--- src/rtl/clk_div_pkg.sv ---
// Shared types and constants for the programmable clock-divider controller.
package clk_div_pkg;

  typedef enum logic [1:0] {
    IDLE,
    RUN,
    PEND
  } state_t;

  localparam int unsigned DIV_MIN = 2;
  localparam int unsigned DIV_DEF = 10;

endpackage

--- src/rtl/clk_div_core.sv ---
// Period counter with registered clk_div/tick; load_i starts a fresh period at load_div_i.
module clk_div_core
  import clk_div_pkg::*;
#(
  parameter int unsigned CNT_W   = 16,
  parameter int unsigned DEF_DIV = DIV_DEF
) (
  input  logic             clk_i,
  input  logic             rst_i,
  input  logic             en_i,
  input  logic             load_i,
  input  logic [CNT_W-1:0] load_div_i,
  output logic             last_o,
  output logic             clk_div_o,
  output logic             tick_o
);

  logic [CNT_W-1:0] cnt_q, cnt_d;
  logic [CNT_W-1:0] div_q, div_d;
  logic             clk_div_q, clk_div_d;
  logic             tick_q, tick_d;

  assign last_o = (cnt_q == div_q - 1'b1);

  // Outputs are computed from the next count so they stay aligned with cnt_q.
  always_comb begin
    cnt_d     = '0;
    div_d     = div_q;
    clk_div_d = 1'b0;
    tick_d    = 1'b0;
    if (load_i) begin
      div_d     = load_div_i;
      clk_div_d = 1'b1;
      tick_d    = 1'b1;
    end else if (en_i) begin
      cnt_d     = last_o ? '0 : cnt_q + 1'b1;
      clk_div_d = (cnt_d < (div_q >> 1));
      tick_d    = (cnt_d == '0);
    end
  end

  always_ff @(posedge clk_i) begin
    if (rst_i) begin
      cnt_q     <= '0;
      div_q     <= CNT_W'(DEF_DIV);
      clk_div_q <= 1'b0;
      tick_q    <= 1'b0;
    end else begin
      cnt_q     <= cnt_d;
      div_q     <= div_d;
      clk_div_q <= clk_div_d;
      tick_q    <= tick_d;
    end
  end

  assign clk_div_o = clk_div_q;
  assign tick_o    = tick_q;

endmodule

--- src/rtl/clk_div_sched.sv ---
// Divider controller: start/stop FSM, ratio handshake and validation, pending-ratio register.
module clk_div_sched
  import clk_div_pkg::*;
#(
  parameter int unsigned CNT_W   = 16,
  parameter int unsigned DEF_DIV = DIV_DEF
) (
  input  logic             clk,
  input  logic             rst,
  input  logic             run,
  input  logic             cfg_valid,
  input  logic [CNT_W-1:0] cfg_div,
  output logic             cfg_ready,
  output logic             cfg_err,
  output logic             clk_div,
  output logic             tick,
  output logic             busy,
  output logic [CNT_W-1:0] cur_div
);

  state_t           state_q, state_d;
  logic [CNT_W-1:0] cur_div_q, cur_div_d;
  logic [CNT_W-1:0] pend_div_q, pend_div_d;
  logic [CNT_W-1:0] load_div;
  logic             cfg_err_q, cfg_err_d;
  logic             en, load, last, xfer, cfg_ok;

  assign cfg_ready = (state_q != PEND);
  assign xfer      = cfg_valid && cfg_ready;
  assign cfg_ok    = (cfg_div >= CNT_W'(DIV_MIN));

  always_comb begin
    state_d    = state_q;
    cur_div_d  = cur_div_q;
    pend_div_d = pend_div_q;
    cfg_err_d  = xfer && !cfg_ok;
    en         = 1'b0;
    load       = 1'b0;
    load_div   = cur_div_q;
    unique case (state_q)
      IDLE: begin
        if (xfer && cfg_ok) begin
          cur_div_d = cfg_div;
          load_div  = cfg_div;
        end
        if (run) begin
          state_d = RUN;
          load    = 1'b1;
        end
      end
      RUN: begin
        // A ratio accepted on the stopping edge takes effect directly.
        if (last && !run) begin
          state_d = IDLE;
          if (xfer && cfg_ok) cur_div_d = cfg_div;
        end else begin
          en = 1'b1;
          if (xfer && cfg_ok) begin
            pend_div_d = cfg_div;
            state_d    = PEND;
          end
        end
      end
      PEND: begin
        if (last) begin
          cur_div_d = pend_div_q;
          load_div  = pend_div_q;
          if (run) begin
            state_d = RUN;
            load    = 1'b1;
          end else begin
            state_d = IDLE;
          end
        end else begin
          en = 1'b1;
        end
      end
      default: state_d = IDLE;
    endcase
  end

  always_ff @(posedge clk) begin
    if (rst) begin
      state_q    <= IDLE;
      cur_div_q  <= CNT_W'(DEF_DIV);
      pend_div_q <= '0;
      cfg_err_q  <= 1'b0;
    end else begin
      state_q    <= state_d;
      cur_div_q  <= cur_div_d;
      pend_div_q <= pend_div_d;
      cfg_err_q  <= cfg_err_d;
    end
  end

  clk_div_core #(
    .CNT_W  (CNT_W),
    .DEF_DIV(DEF_DIV)
  ) u_core (
    .clk_i     (clk),
    .rst_i     (rst),
    .en_i      (en),
    .load_i    (load),
    .load_div_i(load_div),
    .last_o    (last),
    .clk_div_o (clk_div),
    .tick_o    (tick)
  );

  assign cfg_err = cfg_err_q;
  assign busy    = (state_q != IDLE);
  assign cur_div = cur_div_q;

endmodule

--- config.mk ---
export PLATFORM = sky130hd
export DESIGN_NAME = clk_div_sched
export DESIGN_NICKNAME = d
export VERILOG_FILES = /design/src/rtl/clk_div_pkg.sv /design/src/rtl/clk_div_core.sv /design/src/rtl/clk_div_sched.sv
export SDC_FILE = /design/constraint.sdc
export NUM_CORES = 1
export LEC_CHECK = 0
export BUFFER_PORTS_ARGS = -buffer_cell sky130_fd_sc_hd__buf_2
export CAP_MARGIN = 40
export CORE_MARGIN = 3
export CORE_UTILIZATION = 48
export DETAILED_ROUTE_END_ITERATION = 12
export PLACE_DENSITY = 0.71
export REMOVE_ABC_BUFFERS = 1
export SETUP_SLACK_MARGIN = 0.5
export SYNTH_ARGS = -nofsm -noshare
export SYNTH_HDL_FRONTEND = slang
export SYNTH_SLANG_ARGS = --single-unit
--- constraint.sdc ---
create_clock -name clk -period 4.9 [get_ports clk]
set_input_delay 0.735 -clock clk [delete_from_list [all_inputs] [get_ports clk]]
set_output_delay 0.735 -clock clk [all_outputs]
set_load 0.05 [all_outputs]
==> flow_metrics.py, run 1 <==
metrics = {
    "floorplanning": {
        "initial_utilization_pct": 49.4,
        "rows": 34,
        "die_w_um": 101,
        "die_area_um2": 10200,
        "chipHeight_um": 101,
        "core_area_um2": 8760,
        "io_pins": 41,
    },
    "pwr": {
        "p_leak_uw": 0.00191,
        "power.density_nw_per_um2": 452,
        "power_frac_seq_pct": 34.6,
        "switching_share_pct": 44.6,
        "pwr-share-clk_pct": 21.8,
        "p_sw_uw": 972,
        "combPwrFrac_pct": 43.6,
        "worst_ir_drop_vdd_uv": 270,
        "power.internal_uw": 1210,
    },
    "placement": {
        "io_buffers": 40,
        "dpl_cell_area_um2": 4600,
        "place_ws_ps": 657,
        "dp_hpwl_mm": 8.59,
        "place_congestion": 0.902,
    },
    "clock_network": {
        "clockRootBuffer": "clkbuf_8",
        "cts_tree": "built",
        "cts_setup_buffers": 0,
        "worst_skew_pair.late_latency_ps": 350,
        "numCtsBuffers": 9,
        "clock_path_buffers": 2,
        "clock-sinks": 69,
        "h-tree-depth": 3,
        "clk_pin_slew_ps": 80,
    },
    "drt": {
        "route.vias.total": 4263,
        "first_iter_violations": 398,
        "drc": 0,
        "wire_per_inst_um": 18.0,
        "antenna_left": 0,
        "routed_via_density": 6.32,
        "dr.pass1.iters": 6,
        "routed_wl_mm": 12.2,
    },
    "synthesis": {
        "synthCells": 537,
        "synth_xor_area_share_pct": 6.27,
        "avgSynthCellArea_um2": 8.07,
        "ys_warn_count": 0,
        "synth-simple-area-share_pct": 19.2,
        "ys_seq_area_share_pct": 31.9,
        "syn_area_um2": 4330,
        "synth_compound_area_share_pct": 28.8,
        "synth_top_family_by_area": "compound AO/OA/AOI/OAI gates",
        "synthAdderAreaFrac_pct": 5.78,
        "ys_types": 57,
        "synth_enable_flop_cells": 0,
        "muxShareOfSynthArea_pct": 0.751,
        "synth_ff_type": "dfxtp_1",
        "ys_async_sr_fraction_pct": 0,
        "ys_ff_latch": 69,
    },
    "layout": {
        "multiInputGateArea_um2": 2660,
        "diodes": 0,
        "area_delta_synth_final_pct": 11.4,
        "nFillCells": 834,
        "register_area_um2": 1380,
        "stdcell_area_um2": 4830,
        "utilization_pct": 55.1,
        "layout.nets": 601,
        "drive_above_1_share_pct": 16.4,
    },
    "global_routing": {
        "track_usage_pct": 24.7,
        "grt_pass1_vias": 4022,
        "antenna_found_initial": 0,
        "grt_first_pass_wirelength_mm": 20.2,
        "grt_overflow": 0,
        "grt_max_degree": 55,
    },
    "critical_path": {
        "cp_max_fo": 12,
        "critPathLaunchType": "register",
        "worstSetupPathType": "reg2reg",
        "cp_data_arrival_time_ps": 4360,
        "endpoint_kind": "register",
        "crit_required_ps": 5150,
    },
    "sta": {
        "fmax_mhz": 243,
        "period_minus_slack_ps": 4110,
        "min_period_over_period_pct": 83.9,
        "timing.final.ws_setup_ps": 789,
        "whs_ps": 485,
        "finClkSkew_ps": 9.37,
        "rsz0062_at_grt": "false",
        "slew_headroom_pct": 41.6,
        "final-setup-viol-count": 0,
        "finalSetupTns_ps": 0,
        "final-hold-violation-count": 0,
        "tightest_slew_ps": 875,
        "drv_slew": 0,
    },
    "flow_run": {
        "max_cap_viol_count": 0,
    },
    "outcome": {
        "status": "complete, no violations",
    },
    "hold_path": {
        "hp-class": "reg2reg",
    },
}
## placed cells by master (no fill, tap or decap), types with 16 or more instances in the layout
cell | netlist | final
dfxtp_1 | 69 | 69
nor2_1 | 44 | 44
a21oi_1 | 41 | 41
buf_2 | 11 | 40
inv_1 | 38 | 38
o21ai_0 | 35 | 35
nand3_1 | 26 | 26
ha_1 | 20 | 20
nand2_1 | 19 | 19
xnor2_1 | 18 | 18
o22ai_1 | 18 | 18
a311oi_1 | 16 | 16
## flip-flops by register name (all words and copies together), names as in the netlist
name and flops:
u_core.div_q 16, state_q 2, u_core.clk_div_o 1, u_core.tick_o 1, pend_div_q 16, cfg_err 1, u_core.cnt_q 16, cur_div 16
## routing by layer
metal  GRT usage, %  wire length [um]  vias to the layer above  part of all wire (%)
li1               -                 -                     2053                     -
met1           33.3              5280                     1968                    43
met2           39.0              5620                      211                    46
met3           4.36               958                       31                   7.9
met4           10.1               291                        0                   2.4
met5              0                 0                        -                     0
## per-stage QoR
stage / total power (uW) / std cells
after floorplan: 1400 / 496
after global placement: 1670 / 656
after detailed placement: 1690 / 658
after CTS: 2170 / 674
after global routing: 2320 / 674
final: 2180 / 674
## layout make-up
| type | count | area share, % |
|---|---|---|
| clock buffer | 10 | 2.64 |
| clock inverter | 6 | 1.48 |
| inverter | 39 | 3.03 |
| multi-input combinational | 388 | 55.1 |
| sequential | 69 | 28.6 |
| tap | 108 | 2.80 |
| timing repair buffer | 54 | 6.32 |
## critical path, cell delays in order (launching register included)
cell and delay [ps]:
dfxtp_1 350, inv_1 100, ha_1 180, or4b_1 550, nor3_1 260, xnor2_1 150, and4_1 230, and4_2 320
and3_4 280, buf_4 160, nor2_1 50, ha_1 290, a21o_1 190, a21o_1 170, a21oi_1 120, o21ai_0 120
a21oi_1 170, o211ai_1 100, o32ai_1 220
## final timing paths
check	from	end	slack, ps	cells past startpoint
worst max-delay path	u_core.div_q[1]	u_core.clk_div_o	790	18
worst min-delay path	cur_div[0]	cur_div[0]	480	2
worst min register to register	cur_div[0]	cur_div[0]	480	2
worst max register to register	u_core.div_q[1]	u_core.clk_div_o	790	18
## Yosys cell counts (all sizes together), types with 5 or more instances
cell type / instances / share of area (%)
dfxtp: 69 / 32
nor2: 44 / 3.8
a21oi: 41 / 4.7
inv: 38 / 3.3
o21ai: 36 / 4.2
clkbuf: 26 / 2.3
nand3: 26 / 3.0
ha: 20 / 5.8
nand2: 19 / 1.6
o22ai: 18 / 2.6
xnor2: 18 / 3.6
a311oi: 16 / 3.2
a221oi: 15 / 4.0
and3: 15 / 2.2
buf: 15 / 1.7
xor2: 13 / 2.6
a22oi: 12 / 2.1
nand4: 11 / 1.6
nor4: 9 / 1.4
and4: 7 / 1.4
a21o: 6 / 1.0
nor3: 6 / 0.69
a31oi: 5 / 0.72
## logic make-up after synthesis
kind of cell,Yosys count
adders and majority gates,20
muxes,3
AOI/OAI and AO/OA,177
buffers and inverters,80
xor gates and xnor gates,31
and+or+nand+nor,157
DFF,69
## power groups by stage
stage / Clock [uW] / Combinational [uW] / Sequential [uW]
floorplan: 0 / 543 / 855
global placement: 0 / 911 / 758
detailed placement: 0 / 930 / 763
CTS: 485 / 936 / 749
global route: 510 / 1040 / 769
finish: 476 / 951 / 754
## repair_timing
item                                   4_1_cts  5_1_grt
endpoints found under the hold margin        0        0
hold buffers                                 0        0
gates resized for setup                      0        6
setup endpoints to repair                    0        1
(Power assumes the default switching activity.)
==> run 2, diff against run 1 <==
clock period = 4.1 ns   (was 4.9 ns; I/O delays follow)
==> run 2 against run 1 <==
Count of clock-buffer cells in the layout unchanged. Utilization up 3.0 points. Via count up 2.6%. Hold slack worse by 1.3 ps. Highest routed layer unchanged.
==> flow_metrics.py, run 2 (same netlist as run 1, synthesis figures left out) <==
metrics = {
    "drt": {
        "dr.pass1.iters": 5,
        "top_layer_used": "met4",
        "antenna_left": 0,
        "routed_via_density": 6.30,
        "wl_met3_um": 815,
        "drc": 0,
        "routed_wl_mm": 13.0,
        "first_iter_violations": 264,
        "met1Wirelength_mm": 5.66,
        "route.vias.total": 4373,
        "route.met2.wl_mm": 6.34,
        "wire_per_inst_um": 18.8,
    },
    "sta": {
        "min_period_over_period_pct": 90.1,
        "slew_headroom_pct": 42.9,
        "tightest_slew_ps": 857,
        "timing.final.ws_setup_ps": 406,
        "final-setup-viol-count": 0,
        "fmax_mhz": 271,
        "period_minus_slack_ps": 3690,
        "rsz0062_at_grt": "true",
        "drv_slew": 0,
        "final-hold-violation-count": 0,
        "finClkSkew_ps": 11.7,
    },
    "flow_run": {
        "max_cap_viol_count": 0,
    },
    "clock_network": {
        "clk_pin_slew_ps": 80,
        "hold_buffers": 0,
        "numCtsBuffers": 9,
        "cts_tree": "built",
        "clockRootBuffer": "clkbuf_8",
        "clock_path_buffers": 2,
        "h-tree-depth": 3,
        "clock-sinks": 69,
        "worst_skew_pair.late_latency_ps": 360,
    },
    "layout": {
        "diodes": 0,
        "layout.nets": 621,
        "final_cell_mix": "67 x dfxtp_1, 40 x a21oi_1, 40 x buf_2",
        "final_common_cell": "dfxtp_1",
        "nFillCells": 792,
        "area_delta_synth_final_pct": 17.5,
        "stdcell_area_um2": 5090,
        "drive_above_1_share_pct": 22.7,
    },
    "pwr": {
        "p_leak_uw": 0.00200,
        "power.density_nw_per_um2": 521,
        "power_uw": 2650,
        "worst_ir_drop_vdd_uv": 272,
    },
    "global_routing": {
        "grt_overflow": 0,
        "grt_first_pass_wirelength_mm": 20.9,
        "track_usage_pct": 25.6,
        "antenna_found_initial": 0,
        "grt_pass1_vias": 4182,
        "grt_max_degree": 54,
    },
    "critical_path": {
        "r2r_slack_ps": 410,
        "critPathLaunchType": "register",
        "cp_max_fo": 7,
        "worstSetupPathType": "reg2reg",
        "reg2reg_from": "u_core.div_q[1]",
        "endpoint_kind": "register",
        "cp_data_arrival_time_ps": 3960,
        "crit_required_ps": 4360,
        "setup.worst_path.start": "u_core.div_q[1]",
    },
    "floorplanning": {
        "io_pins": 41,
        "rows": 34,
        "chipHeight_um": 101,
        "core_area_um2": 8760,
        "die_area_um2": 10200,
        "initial_utilization_pct": 49.4,
        "die_w_um": 101,
    },
    "placement": {
        "dp_hpwl_mm": 8.84,
        "place_congestion": 0.926,
        "place_ws_ps": 38.3,
        "io_buffers": 40,
        "dpl_cell_area_um2": 4650,
    },
    "hold_path": {
        "hp-class": "reg2reg",
        "hold_start": "cur_div[7]",
    },
    "outcome": {
        "status": "complete, no violations",
    },
}
run 2: changes by cell type in the layout (fill, tap and decap cells not counted), moves of 3 or more:
cell    before  now
ha_1        20   16
ha_4         0    3
buf_4       14   31
nor2_2       0    3
nor2_1      44   39
run 2: routing by layer:
metal	track usage [%]	up-vias
met5	0	-
met4	9.61	0
met3	4.15	19
met2	42.4	169
met1	33.4	2096
li1	-	2089
run 2: worst max-delay path: stages (launching register included):
cell and delay, ps:
dfxtp_2 330, inv_2 70, ha_4 130, or4b_4 500
nor4_4 250, buf_4 180, and4_4 240, o41ai_4 90
o41ai_2 90, and3_4 280, buf_8 140, nor2_2 40
ha_1 310, a21o_1 180, a21o_1 160, a21oi_2 110
nor2b_1 50, o21ai_1 130, o211ai_1 100, o32ai_1 230
run 2: stage by stage:
step                      hold slack (ps)  cells  utilization [%]  setup TNS [ps]
final                                 483    694             58.1               0
after global routing                  504    694             58.1               0
after CTS                             487    689             56.7               0
after detailed placement              473    664             53.0               0
after global placement                465    663             52.9               0
after floorplan                       456    496                -            -387
run 2: area by class of cell:
class | instances | area (um2) | share of cell area, %
Tap cell | 108 | 135 | 2.66
Clock inverter | 6 | 46.3 | 0.910
Sequential cell | 69 | 1380 | 27.2
Clock buffer | 10 | 128 | 2.51
Multi-Input combinational cell | 388 | 2780 | 54.6
Inverter | 39 | 146 | 2.88
Timing Repair Buffer | 74 | 470 | 9.25
run 2: final timing paths:
| kind | cells after the start | to |
|---|---|---|
| max reg2reg | 19 | u_core.clk_div_o |
| max | 19 | u_core.clk_div_o |
| min | 2 | cur_div[7] |
| min reg2reg | 2 | cur_div[7] |
run 2: where the power goes:
| part | switching (uW) | internal [uW] | total [uW] |
|---|---|---|---|
| clock | 298 | 224 | 522 |
| combinational | 806 | 430 | 1240 |
| sequential | 110 | 781 | 891 |
| total | 1210 | 1430 | 2650 |
run 2: what timing repair did:
action,4_1_cts,5_1_grt
gates cloned,0,0
resized for setup,21,15
pin swaps,22,16
setup endpoints to repair,1,1
setup buffers,9,5
hold endpoints to repair,0,0
